File: src/rtl/seg7_msg_scroller_pkg.sv
// Shared definitions for the 7-segment message scroller: glyph codes,
// segment patterns ({g,f,e,d,c,b,a}, active-high), the FSM state type and
// the default message. The GAP state is only part of the type when the
// SEG7_GAP_EN macro is defined.
package seg7_pkg;

   localparam logic [3:0] GLYPH_G = 4'd0;
   localparam logic [3:0] GLYPH_I = 4'd1;
   localparam logic [3:0] GLYPH_L = 4'd2;
   localparam logic [3:0] GLYPH_B = 4'd3;
   localparam logic [3:0] GLYPH_E = 4'd4;
   localparam logic [3:0] GLYPH_R = 4'd5;
   localparam logic [3:0] GLYPH_T = 4'd6;
   localparam logic [3:0] GLYPH_O = 4'd7;

   localparam logic [6:0] SEG_G     = 7'b1111101;
   localparam logic [6:0] SEG_I     = 7'b0000110;
   localparam logic [6:0] SEG_L     = 7'b0111000;
   localparam logic [6:0] SEG_B     = 7'b1111100;
   localparam logic [6:0] SEG_E     = 7'b1111001;
   localparam logic [6:0] SEG_R     = 7'b1010000;
   localparam logic [6:0] SEG_T     = 7'b0110001;
   localparam logic [6:0] SEG_O     = 7'b0111111;
   localparam logic [6:0] SEG_BLANK = 7'b0000000;

   // Message "GILBERTO", glyph 0 in the least significant nibble.
   localparam logic [31:0] DEFAULT_MSG = 32'h7654_3210;

`ifdef SEG7_GAP_EN
   typedef enum logic [1:0] {
      ST_IDLE = 2'd0,
      ST_SHOW = 2'd1,
      ST_GAP  = 2'd2
   } state_t;
`else
   typedef enum logic [1:0] {
      ST_IDLE = 2'd0,
      ST_SHOW = 2'd1
   } state_t;
`endif

endpackage

File: src/rtl/seg7_msg_scroller_if.sv
// Control and display bundle of the message scroller. The controller side
// (master) drives run/direction/restart and watches the display outputs.
interface seg7_msg_scroller_if #(
   parameter int IDX_W = 3
);
   logic             enable;
   logic             dir;
   logic             restart;
   logic [6:0]       segments;
   logic [IDX_W-1:0] glyph_idx;
   logic             wrap;

   modport master (
      output enable, dir, restart,
      input  segments, glyph_idx, wrap
   );

   modport slave (
      input  enable, dir, restart,
      output segments, glyph_idx, wrap
   );
endinterface

File: src/rtl/seg7_msg_scroller_glyph_rom.sv
// Combinational glyph decoder: 4-bit code to 7-segment pattern.
// Codes 8..15 have no glyph and decode to blank.
module seg7_glyph_rom
   import seg7_pkg::*;
(
   input  logic [3:0] code,
   output logic [6:0] seg
);

   // Code-to-pattern lookup.
   always_comb begin
      seg = SEG_BLANK;
      case (code)
         GLYPH_G: seg = SEG_G;
         GLYPH_I: seg = SEG_I;
         GLYPH_L: seg = SEG_L;
         GLYPH_B: seg = SEG_B;
         GLYPH_E: seg = SEG_E;
         GLYPH_R: seg = SEG_R;
         GLYPH_T: seg = SEG_T;
         GLYPH_O: seg = SEG_O;
         default: seg = SEG_BLANK;
      endcase
   end

endmodule

File: src/rtl/seg7_msg_scroller.sv
// Steps a MSG_LEN-glyph message onto one 7-segment digit, one glyph per
// TICK_DIV clocks, with pause, direction, restart and a wrap strobe.
// Optional feature macro: SEG7_GAP_EN inserts a blank GAP step of TICK_DIV
// clocks between glyphs; index advance and wrap then happen on GAP exit.
//
// state | meaning
// IDLE  | display blank, waiting for enable
// SHOW  | current glyph displayed, prescaler running while enabled
// GAP   | blank spacer between glyphs (SEG7_GAP_EN only)
module seg7_msg_scroller
   import seg7_pkg::*;
#(
   parameter int                   MSG_LEN  = 8,
   parameter int                   TICK_DIV = 12_000_000,
   parameter logic [4*MSG_LEN-1:0] MSG      = DEFAULT_MSG
) (
   input logic                clk,
   input logic                rst,
   seg7_msg_scroller_if.slave bus
);

   localparam int IDX_W = $clog2(MSG_LEN);
   localparam int CNT_W = (TICK_DIV > 1) ? $clog2(TICK_DIV) : 1;

   localparam logic [CNT_W-1:0] CNT_LAST = CNT_W'(TICK_DIV - 1);
   localparam logic [IDX_W-1:0] IDX_LAST = IDX_W'(MSG_LEN - 1);

   state_t           state, state_nxt;
   logic [IDX_W-1:0] idx, idx_nxt;
   logic [CNT_W-1:0] cnt, cnt_nxt;
   logic             wrap, wrap_nxt;
   logic [6:0]       segments;

   logic [IDX_W-1:0] idx_adv;
   logic             adv_wraps;
   logic             step_end;
   logic [3:0]       glyph_code;
   logic [6:0]       glyph_seg;

   assign step_end   = (cnt == CNT_LAST);
   assign glyph_code = MSG[{idx, 2'b00} +: 4];

   seg7_glyph_rom u_rom (
      .code (glyph_code),
      .seg  (glyph_seg)
   );

   // Neighbour index in the current direction, wrapping at both ends.
   always_comb begin
      idx_adv   = idx;
      adv_wraps = 1'b0;
      if (bus.dir) begin
         if (idx == '0) begin
            idx_adv   = IDX_LAST;
            adv_wraps = 1'b1;
         end else begin
            idx_adv = idx - IDX_W'(1);
         end
      end else begin
         if (idx == IDX_LAST) begin
            idx_adv   = '0;
            adv_wraps = 1'b1;
         end else begin
            idx_adv = idx + IDX_W'(1);
         end
      end
   end

   // Next-state logic; restart outranks any step end in the same clock.
   always_comb begin
      state_nxt = state;
      idx_nxt   = idx;
      cnt_nxt   = cnt;
      wrap_nxt  = 1'b0;
      if (bus.restart) begin
         idx_nxt   = '0;
         cnt_nxt   = '0;
         state_nxt = bus.enable ? ST_SHOW : ST_IDLE;
      end else begin
         case (state)
            ST_IDLE: begin
               if (bus.enable) begin
                  state_nxt = ST_SHOW;
                  idx_nxt   = '0;
                  cnt_nxt   = '0;
               end
            end
            ST_SHOW: begin
               if (bus.enable) begin
                  if (step_end) begin
                     cnt_nxt = '0;
`ifdef SEG7_GAP_EN
                     state_nxt = ST_GAP;
`else
                     idx_nxt  = idx_adv;
                     wrap_nxt = adv_wraps;
`endif
                  end else begin
                     cnt_nxt = cnt + CNT_W'(1);
                  end
               end
            end
`ifdef SEG7_GAP_EN
            ST_GAP: begin
               if (bus.enable) begin
                  if (step_end) begin
                     cnt_nxt   = '0;
                     state_nxt = ST_SHOW;
                     idx_nxt   = idx_adv;
                     wrap_nxt  = adv_wraps;
                  end else begin
                     cnt_nxt = cnt + CNT_W'(1);
                  end
               end
            end
`endif
            default: begin
               state_nxt = ST_IDLE;
               idx_nxt   = '0;
               cnt_nxt   = '0;
            end
         endcase
      end
   end

   // FSM, index, prescaler and wrap strobe registers.
   always_ff @(posedge clk) begin
      if (rst) begin
         state <= ST_IDLE;
         idx   <= '0;
         cnt   <= '0;
         wrap  <= 1'b0;
      end else begin
         state <= state_nxt;
         idx   <= idx_nxt;
         cnt   <= cnt_nxt;
         wrap  <= wrap_nxt;
      end
   end

   // Output register: glyph of the current index while showing, else blank.
   always_ff @(posedge clk) begin
      if (rst) begin
         segments <= SEG_BLANK;
      end else if (state == ST_SHOW) begin
         segments <= glyph_seg;
      end else begin
         segments <= SEG_BLANK;
      end
   end

   assign bus.segments  = segments;
   assign bus.glyph_idx = idx;
   assign bus.wrap      = wrap;

endmodule

File: src/flat_wrapper.sv
// flat-port wrapper written by rule: the top's interface ports become plain ports
module seg7_msg_scroller_flat import seg7_pkg::*;
#(
   parameter int                   MSG_LEN  = 8,
   parameter int                   TICK_DIV = 12_000_000,
   parameter logic [4*MSG_LEN-1:0] MSG      = DEFAULT_MSG
)
  (clk, rst, bus_enable, bus_dir, bus_restart, bus_segments, bus_glyph_idx, bus_wrap);
  seg7_msg_scroller_if #(.IDX_W(3)) bus_i ();
  input logic clk;
  input logic rst;
  input wire logic [$bits(bus_i.enable)-1:0] bus_enable;
  input wire logic [$bits(bus_i.dir)-1:0] bus_dir;
  input wire logic [$bits(bus_i.restart)-1:0] bus_restart;
  output wire logic [$bits(bus_i.segments)-1:0] bus_segments;
  output wire logic [$bits(bus_i.glyph_idx)-1:0] bus_glyph_idx;
  output wire logic [$bits(bus_i.wrap)-1:0] bus_wrap;
  assign bus_i.enable = bus_enable;
  assign bus_i.dir = bus_dir;
  assign bus_i.restart = bus_restart;
  assign bus_segments = bus_i.segments;
  assign bus_glyph_idx = bus_i.glyph_idx;
  assign bus_wrap = bus_i.wrap;
  seg7_msg_scroller #(.MSG_LEN(MSG_LEN), .TICK_DIV(TICK_DIV), .MSG(MSG)) u_core (.clk(clk), .rst(rst), .bus(bus_i));
endmodule
File: config.mk
export PLATFORM = sky130hd
export DESIGN_NAME = seg7_msg_scroller_flat
export DESIGN_NICKNAME = d
export VERILOG_FILES = /design/src/rtl/seg7_msg_scroller_pkg.sv /design/src/rtl/seg7_msg_scroller_if.sv /design/src/rtl/seg7_msg_scroller_glyph_rom.sv /design/src/rtl/seg7_msg_scroller.sv /design/src/flat_wrapper.sv
export SDC_FILE = /design/constraint.sdc
export NUM_CORES = 1
export LEC_CHECK = 0
export BUFFER_PORTS_ARGS = -buffer_cell sky130_fd_sc_hd__buf_2
export CAP_MARGIN = 20
export CORE_ASPECT_RATIO = 0.8
export CORE_MARGIN = 3
export CORE_UTILIZATION = 50
export CTS_CLUSTER_DIAMETER = 30
export DETAILED_ROUTE_END_ITERATION = 16
export PLACE_DENSITY = 0.72
export RECOVER_POWER = 25
export SYNTH_ARGS = -nofsm -noshare
export SYNTH_HDL_FRONTEND = slang
export SYNTH_SLANG_ARGS = --single-unit
export TNS_END_PERCENT = 20
File: constraint.sdc
create_clock -name clk -period 2 [get_ports clk]
set_clock_uncertainty 0.05 [all_clocks]
set_input_delay 0.2 -clock clk [delete_from_list [all_inputs] [get_ports clk]]
set_output_delay 0.2 -clock clk [all_outputs]
set_load 0.1 [all_outputs]
==> results.py, run 1 <==
metrics = {
    "outcome": {
        "outcome": "complete, but fails checks",
        "failed_checks": "negative setup slack",
    },
    "placement": {
        "detailed_place_hpwl_um": 2990,
        "port_buffers": 15,
        "place_congestion": 0.8805,
        "placedCellCount": 262,
    },
    "grt": {
        "overflow": 0,
        "grt_pass1_wl_um": 6720,
        "grt_pass1_vias": 1411,
        "grt_max_degree": 19,
        "antenna_found_initial": 0,
        "grt_usage_pct": 20.08,
    },
    "floorplanning": {
        "boundaryPins": 16,
        "die_h_um": 59.09,
        "row_count": 18,
        "core_area_um2": 3221,
        "die_area_um2": 4276,
        "dieWidth_um": 72.37,
        "initial_core_util_pct": 54.70,
    },
    "power_and_ir_drop": {
        "p_per_area_nw_per_um2": 690.4,
        "switchingPower_uw": 394.4,
        "p_leak_uw": 0.0007357,
        "p_int_uw": 1046,
        "p_clk_share_pct": 36.8,
        "seqPwrFrac_pct": 51.5,
        "ir_worst_vdd_mv": 0.4530,
        "comb_power_share_pct": 11.7,
        "netSwitchingFraction_pct": 27.39,
    },
    "cts": {
        "numCtsBuffers": 5,
        "postCtsHoldBufs": 0,
        "cts.reportedPaths.clkPinSlew_ps": 80,
        "clock_latency_ps": 290,
        "cts_tree": "built",
        "clock_path_buffers": 2,
        "cts-root-buf": "clkbuf_8",
        "htreeDepth": 2,
        "cts_sinks": 36,
    },
    "logic_synthesis": {
        "yosysSeqAreaShare_pct": 40.91,
        "mappedNetlistNets": 213,
        "synth_flop_cell": "dfxtp_1",
        "synth-seq-cells": 36,
        "synth_top_area_share_pct": 40.91,
        "ys_top_cells_by_area": "dfxtp_1 41%, ha_1 5.0%, a21oi_1 4.3%",
        "syn_area_per_cell_um2": 8.765,
        "ys_warn_count": 0,
        "syn-cell-area_um2": 1762,
        "synth_area_leader_cell": "dfxtp_1",
        "synthArstFlopShare_pct": 0,
        "ys_types": 39,
        "synth_cells": 201,
        "synth_edf_count": 0,
    },
    "timing": {
        "hold_viol_final": 0,
        "whs_ps": 71.44,
        "fin_crit_ps": 2007,
        "slew_violations": 0,
        "setup_viol": 2,
        "tightest_slew_ps": 494.0,
        "rsz0062_at_grt": "true",
        "final.setup.worst_slack_ps": -7.452,
        "fmax_mhz": 498.1,
        "finalCritPeriodShare_pct": 100.4,
        "maxSlewHeadroom_pct": 67.30,
    },
    "cells_and_area": {
        "multi_input_area_um2": 997.2,
        "nFillCells": 280,
        "diodes": 0,
        "stdcell_count": 270,
        "mostFrequentLayoutCell": "dfxtp_1",
        "final_layout_size_suffix_gt1_share_pct": 21.74,
        "syn_to_final_growth_pct": 18.39,
        "final_cell_mix": "34 x dfxtp_1, 19 x nor2_1, 15 x a21oi_1, 15 x nand2_1, 15 x buf_2",
        "nets": 241,
        "seqCellArea_um2": 723.2,
    },
    "route": {
        "vias": 1579,
        "drt-initial-drc-count": 146,
        "viasPerCell": 5.848,
        "drt_wl_total_um": 3996,
        "first_pass_iters": 4,
        "drc_errors": 0,
        "wl_per_cell_um": 14.80,
        "ant_nets": 0,
    },
    "worst_setup_path": {
        "end_kind": "register",
        "required_ps": 2160,
        "path_class": "reg2reg",
        "cp-start-kind": "register",
        "critPathArrivalTime_ps": 2170,
        "cp_max_fo": 4,
    },
    "worst_hold_path": {
        "worstHoldPathType": "in2reg",
    },
    "job": {
        "drv_cap": 0,
    },
}
[final timing paths]
| path | from | endpoint | slack (ps) | depth (start not counted) |
|---|---|---|---|---|
| worst max-delay path | u_core.cnt[15]$_SDFFE_PP0P_ | u_core.bus.glyph_idx[0]$_SDFFE_PP0P_ | -7 | 5 |
| worst max register to register | u_core.cnt[15]$_SDFFE_PP0P_ | u_core.bus.glyph_idx[0]$_SDFFE_PP0P_ | -7 | 5 |
| worst min register to register | u_core.cnt[23]$_SDFFE_PP0P_ | u_core.cnt[23]$_SDFFE_PP0P_ | 450 | 2 |
| worst min-delay path | bus_restart | u_core.cnt[2]$_SDFFE_PP0P_ | 70 | 2 |
[power groups by stage]
stage / combinational [µW] / clock [µW] / sequential, µW
finish: 168 / 530 / 741
detailed placement: 167 / 0 / 758
global placement: 164 / 0 / 757
global route: 177 / 573 / 743
floorplan: 61.2 / 0 / 831
CTS: 168 / 540 / 741
[sequential cells by signal (all words and copies together) (netlist names)]
signal	count
u_core.bus.segments	7
u_core.bus.glyph_idx	3
u_core.state	1
u_core.bus.wrap	1
u_core.cnt	24
[cells by family after synthesis]
family,count (synthesis),synth area share (%)
buffers and inverters,15,4.261
AOI/OAI and AO/OA,45,18.04
DFF,36,40.91
xor gates and xnor gates,9,4.474
muxes,1,0.5682
and+or+nand+nor,88,26.78
adders and majority gates,7,4.971
[through the flow]
stage	worst slack, ps	instance area (µm²)	TNS (ps)	power, µW	util (%)
finish	-7.452	2086	-11.55	1440	64.76
global route	-55.42	2086	-395.0	1493	64.76
CTS	-7.637	2064	-7.637	1449	64.10
detailed placement	-116.9	1958	-270.9	924.8	60.80
global placement	-29.27	1958	-44.90	920.1	60.80
floorplan	21.05	1764	0	892.0	-
[synthesized netlist by cell type (3+ instances only)]
cell type / count
a21boi_0: 3
a21oi_1: 15
buf_2: 3
clkbuf_1: 3
dfxtp_1: 36
ha_1: 7
inv_1: 7
nand2_1: 15
nand2b_1: 3
nand3_1: 13
nand4_1: 6
nor2_1: 19
nor3_1: 5
o21ai_0: 6
o31ai_1: 8
or3_1: 4
or4_1: 10
xnor2_1: 4
xor2_1: 5
[final cells by class]
type                       instances  area share (%)
clock buffer                       6           3.959
clock inverter                     2          0.4799
inverter                           7           1.260
multi-input combinational        150           47.81
sequential                        36           34.67
tap                               40           2.400
timing repair buffer              29           9.418
[critical path: stages (launching register included)]
cell and delay [ps]:
dfxtp_2 340, or4b_1 510, or4_4 570, buf_6 160, o21ai_4 150, a2bb2oi_1 150
[layer usage]
metal / GRT usage [%] / wire length [µm] / part of all wire (%)
met1: 28.51 / 2009 / 50
met2: 31.39 / 1765 / 44
met3: 4.576 / 187 / 4.7
met4: 4.021 / 33 / 0.83
met5: 0 / 0 / 0
[what timing repair did]
item / in CTS / in global routing
endpoints found under the setup margin: 24 / 24
gates resized for setup: 4 / 5
cloned: 0 / 0
pin swaps: 1 / 3
setup buffers: 0 / 0
(Power assumes the default switching activity.)
==> run 2, diff against run 1 <==
--- a/config.mk
+++ b/config.mk
@@ -9,10 +9,10 @@
 export CAP_MARGIN = 20
 export CORE_ASPECT_RATIO = 0.8
 export CORE_MARGIN = 3
-export CORE_UTILIZATION = 50
+export CORE_UTILIZATION = 45
 export CTS_CLUSTER_DIAMETER = 30
 export DETAILED_ROUTE_END_ITERATION = 16
-export PLACE_DENSITY = 0.72
+export PLACE_DENSITY = 0.66
 export RECOVER_POWER = 25
 export SYNTH_ARGS = -nofsm -noshare
 export SYNTH_HDL_FRONTEND = slang
==> results.py, run 2 (synthesis gave the netlist of run 1 again) <==
metrics = {
    "cells_and_area": {
        "top_register": "u_core.cnt",
        "seqCellArea_um2": 725.7,
        "nFillCells": 326,
        "nets": 243,
        "syn_to_final_growth_pct": 20.38,
        "final_util_pct": 59.08,
        "diodes": 0,
        "mostFrequentLayoutCell": "dfxtp_1",
        "final_layout_size_suffix_gt1_share_pct": 23.71,
        "largest_reg_flops": 24,
        "multi_input_area_um2": 999.7,
        "design_area_um2": 2121,
        "final_cell_mix": "32 x dfxtp_1, 19 x nor2_1, 15 x nand2_1, 15 x buf_2",
    },
    "worst_setup_path": {
        "rr_startpoint": "u_core.cnt[15]$_SDFFE_PP0P_",
        "required_ps": 2170,
        "end_kind": "register",
        "path_class": "reg2reg",
        "rr_worst_depth": 5,
        "critical_path.startpoint": "u_core.cnt[15]$_SDFFE_PP0P_",
        "critPathArrivalTime_ps": 2160,
        "cp_max_fo": 4,
        "cp-start-kind": "register",
    },
    "timing": {
        "hold_viol_final": 0,
        "fmax_mhz": 500.8,
        "tightest_slew_ps": 492.2,
        "finalCritPeriodShare_pct": 99.84,
        "maxSlewHeadroom_pct": 67.41,
        "setup_viol": 0,
        "rsz0062_at_grt": "true",
        "slew_violations": 0,
        "final.setup.worst_slack_ps": 3.226,
        "fin_crit_ps": 1997,
    },
    "job": {
        "drv_cap": 0,
    },
    "outcome": {
        "outcome": "complete, no violations",
    },
    "floorplanning": {
        "die_area_um2": 4707,
        "die_h_um": 61.97,
        "dieWidth_um": 75.96,
        "core_area_um2": 3590,
        "initial_core_util_pct": 49.08,
        "row_count": 19,
        "boundaryPins": 16,
    },
    "grt": {
        "antenna_found_initial": 0,
        "overflow": 0,
        "grt_max_degree": 17,
        "grt_usage_pct": 17.37,
        "grt_pass1_wl_um": 6499,
        "grt_pass1_vias": 1487,
    },
    "placement": {
        "port_buffers": 15,
        "detailed_place_hpwl_um": 2803,
        "dp_slack_ps": -84.23,
        "place_congestion": 0.8284,
        "place_area_um2": 1988,
    },
    "worst_hold_path": {
        "worstHoldPathType": "in2reg",
        "hold_depth": 2,
        "min-delay-start": "rst",
    },
    "power_and_ir_drop": {
        "ir_worst_vdd_mv": 0.3330,
        "p_per_area_nw_per_um2": 675.5,
        "p_leak_uw": 0.0007496,
    },
    "route": {
        "first_pass_iters": 4,
        "wl_per_cell_um": 13.52,
        "viasPerCell": 5.577,
        "drc_errors": 0,
        "drt_wl_total_um": 3841,
        "drt-initial-drc-count": 47,
        "ant_nets": 0,
        "vias": 1584,
    },
    "cts": {
        "clock_path_buffers": 2,
        "post_cts_buffers": 0,
        "clock_latency_ps": 280,
        "numCtsBuffers": 5,
        "htreeDepth": 2,
        "cts-root-buf": "clkbuf_8",
        "cts_tree": "built",
        "cts_sinks": 36,
        "cts.reportedPaths.clkPinSlew_ps": 70,
    },
}
run 2: cell types whose count changed in the layout (fill, tap and decap cells not counted), sizes merged:
cell	previous run	this run
buf	29	31
run 2: final timing paths:
kind	slack, ps	endpoint
worst max-delay path	3	u_core.bus.glyph_idx[1]$_SDFFE_PP0P_
worst min-delay path	70	u_core.cnt[2]$_SDFFE_PP0P_
worst max register to register	3	u_core.bus.glyph_idx[1]$_SDFFE_PP0P_
worst min register to register	450	u_core.cnt[23]$_SDFFE_PP0P_
run 2: cell type report:
class	instances	share of cell area, %
sequential	36	34.22
tap	52	3.068
timing repair buffer	31	9.971
inverter	7	1.239
clock buffer	6	3.894
multi-input combinational	150	47.14
clock inverter	2	0.4720
run 2: metal layers:
metal / up-vias / routed length [µm] / track usage, %
li1: 793 / - / -
met2: 27 / 1856 / 30.68
met5: - / 0 / 0
met1: 757 / 1771 / 20.75
met3: 7 / 156 / 4.467
met4: 0 / 56 / 7.752
run 2: repair_timing:
item	4_1_cts	5_1_grt
gates resized for setup	4	9
hold buffers	0	0
pin swaps	1	4
endpoints found under the hold margin	0	0
endpoints found under the setup margin	24	22
run 2: stage by stage:
| step | setup TNS (ps) | cells | hold WS, ps | total power [µW] |
|---|---|---|---|---|
| final | 0 | 284 | 73.63 | 1433 |
| after global routing | -611.4 | 284 | 78.52 | 1497 |
| after CTS | 0 | 284 | 71.09 | 1448 |
| after detailed placement | -277.7 | 276 | 369.0 | 923.1 |
| after global placement | -132.1 | 276 | 356.4 | 919.9 |
| after floorplan | 0 | 201 | 226.8 | 892.0 |
run 2: worst max-delay path, cell delays in order (launching register included):
cell	delay, ps
dfxtp_2	320
or4b_4	530
or4_4	570
buf_6	160
o21ai_4	170
a2bb2oi_2	140
run 2: power by group:
group / total, µW / internal, µW / switching (µW)
Clock: 523 / 275 / 249
Combinational: 168 / 42.8 / 125
Sequential: 741 / 730 / 11.7
==> run 3, diff against run 2 <==
--- a/config.mk
+++ b/config.mk
@@ -12,9 +12,10 @@
 export CORE_UTILIZATION = 45
 export CTS_CLUSTER_DIAMETER = 30
 export DETAILED_ROUTE_END_ITERATION = 16
-export PLACE_DENSITY = 0.66
+export PLACE_DENSITY = 0.65
 export RECOVER_POWER = 25
 export SYNTH_ARGS = -nofsm -noshare
 export SYNTH_HDL_FRONTEND = slang
+export SYNTH_HIERARCHICAL = 1
 export SYNTH_SLANG_ARGS = --single-unit
 export TNS_END_PERCENT = 20
==> results.py, run 3 <==
metrics = {
    "cells_and_area": {
        "diodes": 0,
        "final_layout_size_suffix_gt1_share_pct": 11.82,
        "top_register": "u_core/cnt",
        "stdcell_count": 272,
        "final_cell_mix": "33 x nor2_1, 33 x dfxtp_1, 13 x xor2_1",
        "final_util_pct": 55.45,
        "multi_input_area_um2": 1046,
        "design_area_um2": 2017,
        "nFillCells": 342,
        "syn_to_final_growth_pct": 11.63,
        "largest_reg_flops": 24,
        "seqCellArea_um2": 724.4,
        "nets": 232,
    },
    "logic_synthesis": {
        "synth_flop_cell": "dfxtp_1",
        "synth_edf_count": 0,
        "syn-cell-area_um2": 1807,
        "ys_top_cells_by_area": "dfxtp_1 40%, nor2_1 6.9%, xor2_1 6.3%",
        "syn_area_per_cell_um2": 9.171,
        "yosysSeqAreaShare_pct": 39.89,
        "synth_top_area_share_pct": 39.89,
        "yosysMostFrequentCell": "dfxtp_1",
        "ys_types": 39,
        "synthArstFlopShare_pct": 0,
        "synth_cells": 197,
        "synth-seq-cells": 36,
        "ys_top_cells_by_count": "36 x dfxtp_1, 33 x nor2_1, 13 x xor2_1, 9 x and2_1, 9 x nand3_1",
        "ys_warn_count": 6,
        "synth_area_leader_cell": "dfxtp_1",
    },
    "outcome": {
        "outcome": "complete, no violations",
    },
    "cts": {
        "htreeDepth": 2,
        "cts-root-buf": "clkbuf_8",
        "cts_tree": "built",
        "post_cts_buffers": 0,
        "cts.reportedPaths.clkPinSlew_ps": 70,
        "clock_latency_ps": 280,
        "cts_sinks": 36,
        "clock_path_buffers": 2,
        "numCtsBuffers": 5,
    },
    "placement": {
        "place_congestion": 0.8270,
        "port_buffers": 15,
        "placedCellCount": 264,
        "detailed_place_hpwl_um": 2455,
        "place_area_um2": 1932,
    },
    "worst_setup_path": {
        "required_ps": 2130,
        "path_class": "reg2reg",
        "end_kind": "register",
        "cp_max_fo": 5,
        "cp-start-kind": "register",
        "critPathArrivalTime_ps": 1980,
    },
    "timing": {
        "tightest_slew_ps": 1178,
        "fin_crit_ps": 1851,
        "finalCritPeriodShare_pct": 92.55,
        "maxSlewHeadroom_pct": 21.80,
        "rsz0062_at_grt": "true",
        "hold_viol_final": 0,
        "fmax_mhz": 540.2,
        "setup_viol": 0,
        "slew_violations": 0,
    },
    "floorplanning": {
        "initial_core_util_pct": 49.67,
        "boundaryPins": 16,
        "row_count": 19,
        "die_h_um": 62.68,
        "dieWidth_um": 76.84,
        "die_area_um2": 4816,
        "core_area_um2": 3637,
    },
    "job": {
        "drv_cap": 0,
    },
    "power_and_ir_drop": {
        "p_per_area_nw_per_um2": 662.5,
        "ir_worst_vdd_mv": 0.3968,
        "p_leak_uw": 0.0007844,
    },
    "route": {
        "drt-initial-drc-count": 52,
        "drt_wl_total_um": 3352,
        "ant_nets": 0,
        "wl_per_cell_um": 12.32,
        "viasPerCell": 5.022,
        "vias": 1366,
        "drc_errors": 0,
        "first_pass_iters": 4,
    },
    "worst_hold_path": {
        "worstHoldPathType": "in2reg",
    },
    "grt": {
        "grt_pass1_vias": 1280,
        "grt_usage_pct": 15.11,
        "antenna_found_initial": 0,
        "overflow": 0,
        "grt_pass1_wl_um": 5754,
        "grt_max_degree": 23,
    },
}
run 3: report_power, final:
group / leakage, µW / total [µW] / internal [µW] / switching [µW]
Clock: 0.0000445 / 535 / 280 / 255
Sequential: 0.000292 / 726 / 722 / 4.33
Combinational: 0.000448 / 75.1 / 19.0 / 56.1
Total: 0.000784 / 1340 / 1020 / 315
run 3: cell families after synthesis:
family / synth area share, %
other: 0.2076
buffers and inverters: 3.532
AO/OA/AOI/OAI: 6.926
XOR/XNOR: 10.18
multiplexers: 1.731
flip-flops: 39.89
AND/OR/NAND/NOR: 31.99
adder cells (fa/ha/maj): 5.540
run 3: timing repair:
item | in CTS | in global routing
endpoints found under the setup margin | 0 | 22
hold buffers | 0 | 0
gates resized for setup | 0 | 1
run 3: final timing paths:
| path | start | to | slack [ps] | depth (start not counted) |
|---|---|---|---|---|
| setup reg to reg | u_core/cnt[0]$_SDFFE_PP0P_ | u_core/cnt[18]$_SDFFE_PP0P_ | 150 | 6 |
| setup / recovery | u_core/cnt[0]$_SDFFE_PP0P_ | u_core/cnt[18]$_SDFFE_PP0P_ | 150 | 6 |
| hold / removal | rst | u_core/state[0]$_SDFFE_PP0P_ | 70 | 2 |
| hold reg to reg | u_core/cnt[1]$_SDFFE_PP0P_ | u_core/cnt[1]$_SDFFE_PP0P_ | 460 | 2 |
run 3: cell type report:
class,instances,area share [%]
clock buffers,7,4.280
clock inverters,1,0.3722
inverters,6,1.117
multi-input cells,155,51.86
flip-flops and latches,36,35.92
well taps,52,3.226
repair buffers,15,3.226
run 3: critical path, stage by stage, from the launching register on:
cell and delay [ps]:
dfxtp_1 390, ha_1 280, nand3_1 210, nor4_4 430, nand4_1 170, xor2_1 160, nor2_1 50
run 3: per-stage QoR:
step                worst slack, ps  hold slack, ps  power [µW]  setup TNS (ps)
floorplan                     85.66           222.4       806.4               0
global placement              194.0           351.9       816.7               0
detailed placement            135.5           364.8       818.9               0
CTS                           140.3           52.15        1359               0
global route                 -19.68           64.24        1409          -19.68
finish                        149.0           65.69        1336               0
run 3: routing by layer:
layer | vias to the layer above | wire [µm] | GRT usage, %
met2 | 24 | 1562 | 23.59
li1 | 709 | - | -
met4 | 0 | 40 | 5.656
met3 | 4 | 129 | 6.196
met1 | 629 | 1620 | 18.57
met5 | - | 0 | 0
